## config.mk

```make
export PLATFORM = sky130hd
export DESIGN_NAME = decoder_pulse
export DESIGN_NICKNAME = d
export VERILOG_FILES = /design/src/rtl/decoder_pulse.sv
export SDC_FILE = /design/constraint.sdc
export NUM_CORES = 1
export LEC_CHECK = 0
export ABC_CLOCK_PERIOD_IN_PS = 2200
export BUFFER_PORTS_ARGS = -buffer_cell sky130_fd_sc_hd__buf_2
export CORE_UTILIZATION = 32
export DETAILED_ROUTE_END_ITERATION = 10
export GPL_TIMING_DRIVEN = 0
export HOLD_SLACK_MARGIN = 0.12
export PLACE_DENSITY = 0.58
export SLEW_MARGIN = 30
export SYNTH_ARGS = -nofsm -noshare
export SYNTH_HDL_FRONTEND = slang
export SYNTH_SLANG_ARGS = --single-unit
export TNS_END_PERCENT = 20
```

## constraint.sdc

```tcl
create_clock -name clk -period 2.2 [get_ports clk]
set_clock_uncertainty 0.15 [all_clocks]
set_input_delay 0.11 -clock clk [delete_from_list [all_inputs] [get_ports clk]]
set_output_delay 0.11 -clock clk [all_outputs]
set_load 0.05 [all_outputs]
```

## src/rtl/decoder_pulse.sv

```systemverilog
// -----------------------------------------------------------------------------
// decoder_pulse
//
// Registered 2-to-4 decoder that turns an accepted 2-bit code into a one-hot
// output pulse lasting HOLD_CYCLES clock cycles. Receiving end of the 4-to-2
// priority encoder path (or a switch bank), driving LED/enable lines.
//
// Parameters:
//   HOLD_CYCLES  cycles the decoded one-hot line stays high (legal 1..255)
//
// Ports:
//   clk    in   system clock, rising edge
//   rst    in   synchronous active-high reset
//   in0    in   code bit 0 (LSB)
//   in1    in   code bit 1 (MSB)
//   valid  in   {in1,in0} offered for acceptance this cycle
//   ack    out  one-cycle pulse in the cycle after a code is accepted
//   busy   out  high while a pulse is being held
//   out0   out  one-hot line for code 00
//   out1   out  one-hot line for code 01
//   out2   out  one-hot line for code 10
//   out3   out  one-hot line for code 11
//
// Configuration macro:
//   DECODER_PULSE_RETRIGGER_EN  when defined, valid during a pulse recaptures
//                               the code and restarts the pulse with no gap;
//                               when undefined, valid during a pulse is ignored.
// -----------------------------------------------------------------------------
module decoder_pulse #(
    parameter int HOLD_CYCLES = 4
) (
    input  logic clk,
    input  logic rst,
    input  logic in0,
    input  logic in1,
    input  logic valid,
    output logic ack,
    output logic busy,
    output logic out0,
    output logic out1,
    output logic out2,
    output logic out3
);

    typedef enum logic {
        IDLE = 1'b0,
        HOLD = 1'b1
    } state_t;

    // Counter reload: the HOLD state lasts reload+1 cycles.
    localparam logic [7:0] RELOAD = 8'(HOLD_CYCLES - 1);

    state_t      state_r;
    logic [1:0]  code_r;
    logic [7:0]  cnt_r;
    logic        ack_r;
    logic        busy_r;
    logic [3:0]  out_r;
    logic [1:0]  code_s;

    assign code_s = {in1, in0};

    // One-hot decode of a 2-bit code; every code value maps to one line.
    function automatic logic [3:0] decode_onehot(input logic [1:0] code);
        decode_onehot = 4'b0001 << code;
    endfunction

    // Pulse FSM; outputs are registered alongside state so no input reaches
    // an output combinationally.
    always_ff @(posedge clk) begin
        if (rst) begin
            state_r <= IDLE;
            code_r  <= 2'b00;
            cnt_r   <= 8'd0;
            ack_r   <= 1'b0;
            busy_r  <= 1'b0;
            out_r   <= 4'b0000;
        end else begin
            ack_r <= 1'b0;
            case (state_r)
                IDLE: begin
                    if (valid) begin
                        state_r <= HOLD;
                        code_r  <= code_s;
                        cnt_r   <= RELOAD;
                        ack_r   <= 1'b1;
                        busy_r  <= 1'b1;
                        out_r   <= decode_onehot(code_s);
                    end else begin
                        busy_r  <= 1'b0;
                        out_r   <= 4'b0000;
                    end
                end
                HOLD: begin
`ifdef DECODER_PULSE_RETRIGGER_EN
                    // Retrigger wins over expiry so busy never drops.
                    if (valid) begin
                        code_r  <= code_s;
                        cnt_r   <= RELOAD;
                        ack_r   <= 1'b1;
                        busy_r  <= 1'b1;
                        out_r   <= decode_onehot(code_s);
                    end else
`endif
                    if (cnt_r == 8'd0) begin
                        state_r <= IDLE;
                        busy_r  <= 1'b0;
                        out_r   <= 4'b0000;
                    end else begin
                        // Decrement only while nonzero, so the counter never wraps.
                        cnt_r   <= cnt_r - 8'd1;
                    end
                end
                default: begin
                    state_r <= IDLE;
                    busy_r  <= 1'b0;
                    out_r   <= 4'b0000;
                end
            endcase
        end
    end

    assign ack  = ack_r;
    assign busy = busy_r;
    assign out0 = out_r[0];
    assign out1 = out_r[1];
    assign out2 = out_r[2];
    assign out3 = out_r[3];

endmodule

```

==> results of run 1 <==
==> power by group through the flow <==
stage	logic, uW	registers (uW)	clock network, uW
after floorplan	144	349	0
after global placement	193	334	0
after detailed placement	197	336	0
after CTS	204	329	168
after global routing	236	336	184
final	206	330	160
==> sequential cells by signal, indices dropped and copies added (netlist names) <==
| name | count |
|---|---|
| ack | 1 |
| out_r | 4 |
| busy | 1 |
| state_r | 1 |
| cnt_r | 8 |
==> routing by layer <==
layer | up-vias | GRT usage | routed length [um]
li1 | 277 | - | -
met1 | 248 | 0.1682 | 521
met2 | 13 | 0.2250 | 517
met3 | 4 | 0.07692 | 68
met4 | 0 | 0.06286 | 24
met5 | - | 0 | 0
==> area by class of cell <==
type / instances / area share
clock buffers: 3 / 0.02782
clock inverters: 1 / 0.009274
inverters: 6 / 0.02782
multi-input cells: 47 / 0.4019
flip-flops and latches: 15 / 0.3709
well taps: 25 / 0.03864
repair buffers: 15 / 0.1236
==> final timing paths <==
kind | from | end | slack [ps]
worst max-delay path | cnt_r[2] | out_r[3] | 210
worst min-delay path | busy | busy | 310
worst max register to register | cnt_r[2] | out_r[3] | 210
worst min register to register | busy | busy | 310
==> per-stage QoR <==
| step | cell area (um2) | hold slack, ps |
|---|---|---|
| 3_5_place_dp | 723.2 | 179.8 |
| 4_1_cts | 803.3 | 323.3 |
| 3_3_place_gp | 723.2 | 176.7 |
| 2_1_floorplan | 641.9 | 32.38 |
| 6_report | 809.5 | 314.6 |
| 5_1_grt | 809.5 | 337.0 |
==> logic make-up after synthesis <==
kind of cell | count (synthesis) | share of synthesized area
buffers and inverters | 6 | 0.03509
xor gates and xnor gates | 4 | 0.05458
DFF | 15 | 0.4678
and+or+nand+nor | 25 | 0.2105
muxes | 1 | 0.01560
AOI/OAI and AO/OA | 15 | 0.1774
adders and majority gates | 2 | 0.03898
==> what timing repair did <==
item / 4_1_cts / 5_1_grt
hold endpoints to repair: 9 / 0
setup endpoints to repair: 0 / 5
hold buffers: 5 / 0
resized for setup: 0 / 1
==> Yosys cell counts, types with 2 or more instances <==
cell type | number | share of area
inv_1 | 6 | 0.035
xnor2_1 | 4 | 0.055
or3_1 | 4 | 0.039
a21oi_1 | 4 | 0.031
nor2_1 | 9 | 0.053
dfxtp_1 | 15 | 0.47
o21ai_0 | 2 | 0.016
o2bb2ai_1 | 3 | 0.041
ha_1 | 2 | 0.039
nand2_1 | 3 | 0.018
==> worst max-delay path: cells and delay by family, from the launching register on <==
family / cells / cell delay (ps)
flops: 1 / 360
simple gates: 2 / 780
compound gates: 2 / 610
==> reports/summary.txt, run 1 <==
Area grow syn2layout = 26.12%
Pwr/cell area = 859.2 nW/um2
Sw frac = 0.3309
1st-pass router iterations = 2
Antenna Nets Post-Route = 0
VDD IR-drop max = 0.4983 mV
Root buffer cell = clkbuf_4
Number of DRC markers in iteration 0 = 2
Inserted Clock Buffers = 3
Die ar. = 2189 um2
Register area share after synthesis = 0.4678
Crit Path Category = flop to flop
H-tree depth = 1
Hold WC Path Type = flop to flop
Util after Layout = 0.4493
Async set or reset register ratio after synthesis = 0
First-pass GRT wire length = 2.208 mm
IO Count = 11
WL per Instance = 10.09 um
Worst slew margin = 0.6119
Layout cells sized above 1 = 0.2184
Synth Instances = 68
Residual DRC count = 0
Reg2Reg Depth = 4
Syn Nets = 75
Tcrit/Tclk final = 0.9053
CP endpoint kind = flop
Synth Flop Type = dfxtp_1
Total power = 695.5 uW
Vias = 542
Worst Path Arrival = 2030 ps
Crit path cell chain = or4_1 > o41ai_2 > nor2_1 > a2bb2o_2
Vias in the first global route = 533
Setup Fix Bufs, Post-CTS = 0
Commonest cells after routing, fill and taps aside = dfxtp_1 (15), buf_2 (10), nor2_1 (9), inv_1 (6), dlygate4sd3_1 (5)
Routability cong. = 0.7199
Max-cap viol count = 0
Logic pwr share = 0.296
Unique masters post-synth = 26
Crit-path max cell delay = 600 ps
Crit Path Max Fanout = 5
Nets = 95
Total clock sinks = 15
Inst Count DP = 103
# setup viols final = 0
Int Power = 465.4 uW
Place WS = 148.9 ps
Gr ovfl total = 0
CTS Buffer Depth = 2
Final hold violation count = 0
Final Max Slew Viols = 0
Syn Area/Cell = 9.439 um2
F_max = 502.1 MHz
DP HPWL = 868.9 um
Commonest non-fill, non-tap cell in the layout = dfxtp_1
Critical Path RT = 2240 ps
Minimum clock period = 1992 ps
Vias per cell = 4.839
Ys Warns = 0
Worst Tran Pin Value = 573.9 ps
Core Box Area = 1802 um2
Largest net degree at the start of global routing = 11
Critical path startpoint category = flop
Post-Route WL = 1.130 mm
TritonCTS clock tree = built
Flop pwr share = 0.474
Register area = 300.3 um2
Initial Util = 0.3563
Hold depth = 1
Setup TNS = 0 ps
Psw = 230.1 uW
Fin worst setup slack = 208.4 ps
Initial antenna violation count = 0
Filler Cell Count = 198
Leakage = 0.0003507 uW
Synth Register Bits = 15
Reg clk slew, reported paths = 100 ps
Die extent in y = 46.79 um
Fin cells = 112
Clock power share = 0.230
Row cnt = 15
N_diodes = 0
Post-Synthesis Cell Area = 641.9 um2
All-Layer GR Usage = 0.1456
Worst skew pair latency = 290 ps
Crit-path slowest cell = or4_1
I/O Buffers = 10
RSZ-0062 raised after global routing = no
Die width = 46.79 um
Area of the multi-input gates = 325.3 um2
EDFF count, synth = 0
Result of the run = completed
(Power assumes the default switching activity.)
==> run 2: changes to the inputs <==
--- a/config.mk
+++ b/config.mk
@@ -6,12 +6,13 @@
 export NUM_CORES = 1
 export LEC_CHECK = 0
 export ABC_CLOCK_PERIOD_IN_PS = 2200
-export BUFFER_PORTS_ARGS = -buffer_cell sky130_fd_sc_hd__buf_2
 export CORE_UTILIZATION = 32
 export DETAILED_ROUTE_END_ITERATION = 10
+export DONT_BUFFER_PORTS = 1
+export GPL_ROUTABILITY_DRIVEN = 1
 export GPL_TIMING_DRIVEN = 0
 export HOLD_SLACK_MARGIN = 0.12
-export PLACE_DENSITY = 0.58
+export PLACE_DENSITY = 0.54
 export SLEW_MARGIN = 30
 export SYNTH_ARGS = -nofsm -noshare
 export SYNTH_HDL_FRONTEND = slang
==> reports/summary.txt, run 2 (synthesized netlist as in run 1, its figures left out) <==
Final hold violation count = 0
Max-cap viol count = 0
Crit Path Category = flop to flop
Root buffer cell = clkbuf_4
Filler Cell Count = 198
Row cnt = 15
All-Layer GR Usage = 0.1447
Total clock sinks = 15
Reg clk slew, reported paths = 90 ps
Die ar. = 2189 um2
First-pass GRT wire length = 2.180 mm
Worst skew pair latency = 280 ps
Initial antenna violation count = 0
Commonest non-fill, non-tap cell in the layout = dfxtp_1
N_diodes = 0
IO Count = 11
Vias = 490
Critical path startpoint category = flop
Max reg flops = 8
Hold WC Path Type = primary input to flop
WL per Instance = 11.09 um
Area grow syn2layout = 16.37%
Worst Tran Pin Value = 582.2 ps
Worst Path Arrival = 2010 ps
Gr ovfl total = 0
Routability cong. = 0.7061
Crit path max-delay family = simple AND/OR/NAND/NOR gates
Largest Register = cnt_r
# setup viols final = 0
Tcrit/Tclk final = 0.8980
RSZ-0062 raised after global routing = no
Die extent in y = 46.79 um
Nets = 84
1st-pass router iterations = 4
Result of the run = completed
Vias per cell = 4.851
Residual DRC count = 0
F_max = 506.2 MHz
Final Max Slew Viols = 0
Hold_ws = 155.8 ps
I/O Buffers = 0
Initial Util = 0.3563
CTS Buffer Depth = 2
Crit-path slowest cell = or4_1
H-tree depth = 1
Bufs and invs on worst path = 0
Post-Route WL = 1.120 mm
Leakage = 0.0003052 uW
Critical Path RT = 2230 ps
Setup Fix Bufs, Post-CTS = 0
Minimum clock period = 1976 ps
CP endpoint kind = flop
Number of DRC markers in iteration 0 = 7
Antenna Nets Post-Route = 0
Setup TNS = 0 ps
Largest net degree at the start of global routing = 10
Biggest regs = cnt_r (8), out_r (4)
DP HPWL = 830.8 um
Core Box Area = 1802 um2
Worst slew margin = 0.6063
Pwr/cell area = 909.7 nW/um2
Commonest cells after routing, fill and taps aside = dfxtp_1 (15), nor2_1 (9), inv_1 (6)
Crit path cell chain = or4_1 > o41ai_2 > nor2_1 > a2bb2o_2
Crit-path max cell delay = 580 ps
TritonCTS clock tree = built
Crit Path Max Fanout = 5
VDD IR-drop max = 0.5147 mV
Inserted Clock Buffers = 3
Vias in the first global route = 546
Layout cells sized above 1 = 0.1184
Die width = 46.79 um
-- run 2: cell types whose count changed in the layout (fill, tap and decap cells not counted) --
cell,before,now
buf_2,10,0
dlygate4sd3_1,5,4
clkinv_2,0,1
clkinvlp_4,1,0
-- run 2: final timing paths --
path         cells after the start      from  endpoint  slack, ps
max                              4  cnt_r[2]  out_r[3]        220
min                              4     valid  cnt_r[2]        160
max reg2reg                      4  cnt_r[2]  out_r[3]        220
min reg2reg                      2  cnt_r[5]  cnt_r[5]        360
-- run 2: routing by layer --
metal,global-route usage,up-vias,part of all wire
li1,-,255,-
met1,0.1608,220,0.48
met2,0.2417,13,0.46
met3,0.03462,2,0.041
met4,0.1029,0,0.016
met5,0,-,0
-- run 2: per-stage QoR --
stage / worst slack (ps) / utilization / power, uW / std cells / area, um2
final: 224.4 / 0.4146 / 679.5 / 101 / 747.0
after global routing: 48.98 / 0.4146 / 736.9 / 101 / 747.0
after global placement: 109.2 / 0.3736 / 517.9 / 93 / 673.1
after detailed placement: 102.3 / 0.3736 / 521.6 / 93 / 673.1
after floorplan: 393.6 / - / 492.4 / 68 / 641.9
after CTS: 91.24 / 0.4111 / 691.6 / 101 / 740.7
-- run 2: layout make-up --
type	instances	area, um2	share of cell area
Clock buffer	3	22.52	0.03015
Clock inverter	1	5.005	0.006700
Inverter	6	22.52	0.03015
Multi-Input combinational cell	47	325.3	0.4355
Sequential cell	15	300.3	0.4020
Tap cell	25	31.28	0.04188
Timing Repair Buffer	4	40.04	0.05360
-- run 2: worst register-to-register path: stages (launching register included) --
cell and delay (ps):
dfxtp_1 350, or4_1 580, o41ai_2 340, nor2_1 180, a2bb2o_2 280
-- run 2: power breakdown --
part           internal, uW  switching (uW)
logic                  87.1            88.6
clock network          67.4            86.0
registers               302            48.1
total                   457             223
-- run 2: timing repair --
| item | 4_1_cts | 5_1_grt |
|---|---|---|
| hold endpoints to repair | 15 | 0 |
| resized for setup | 0 | 1 |
| hold buffers | 4 | 0 |
| setup endpoints to repair | 0 | 4 |
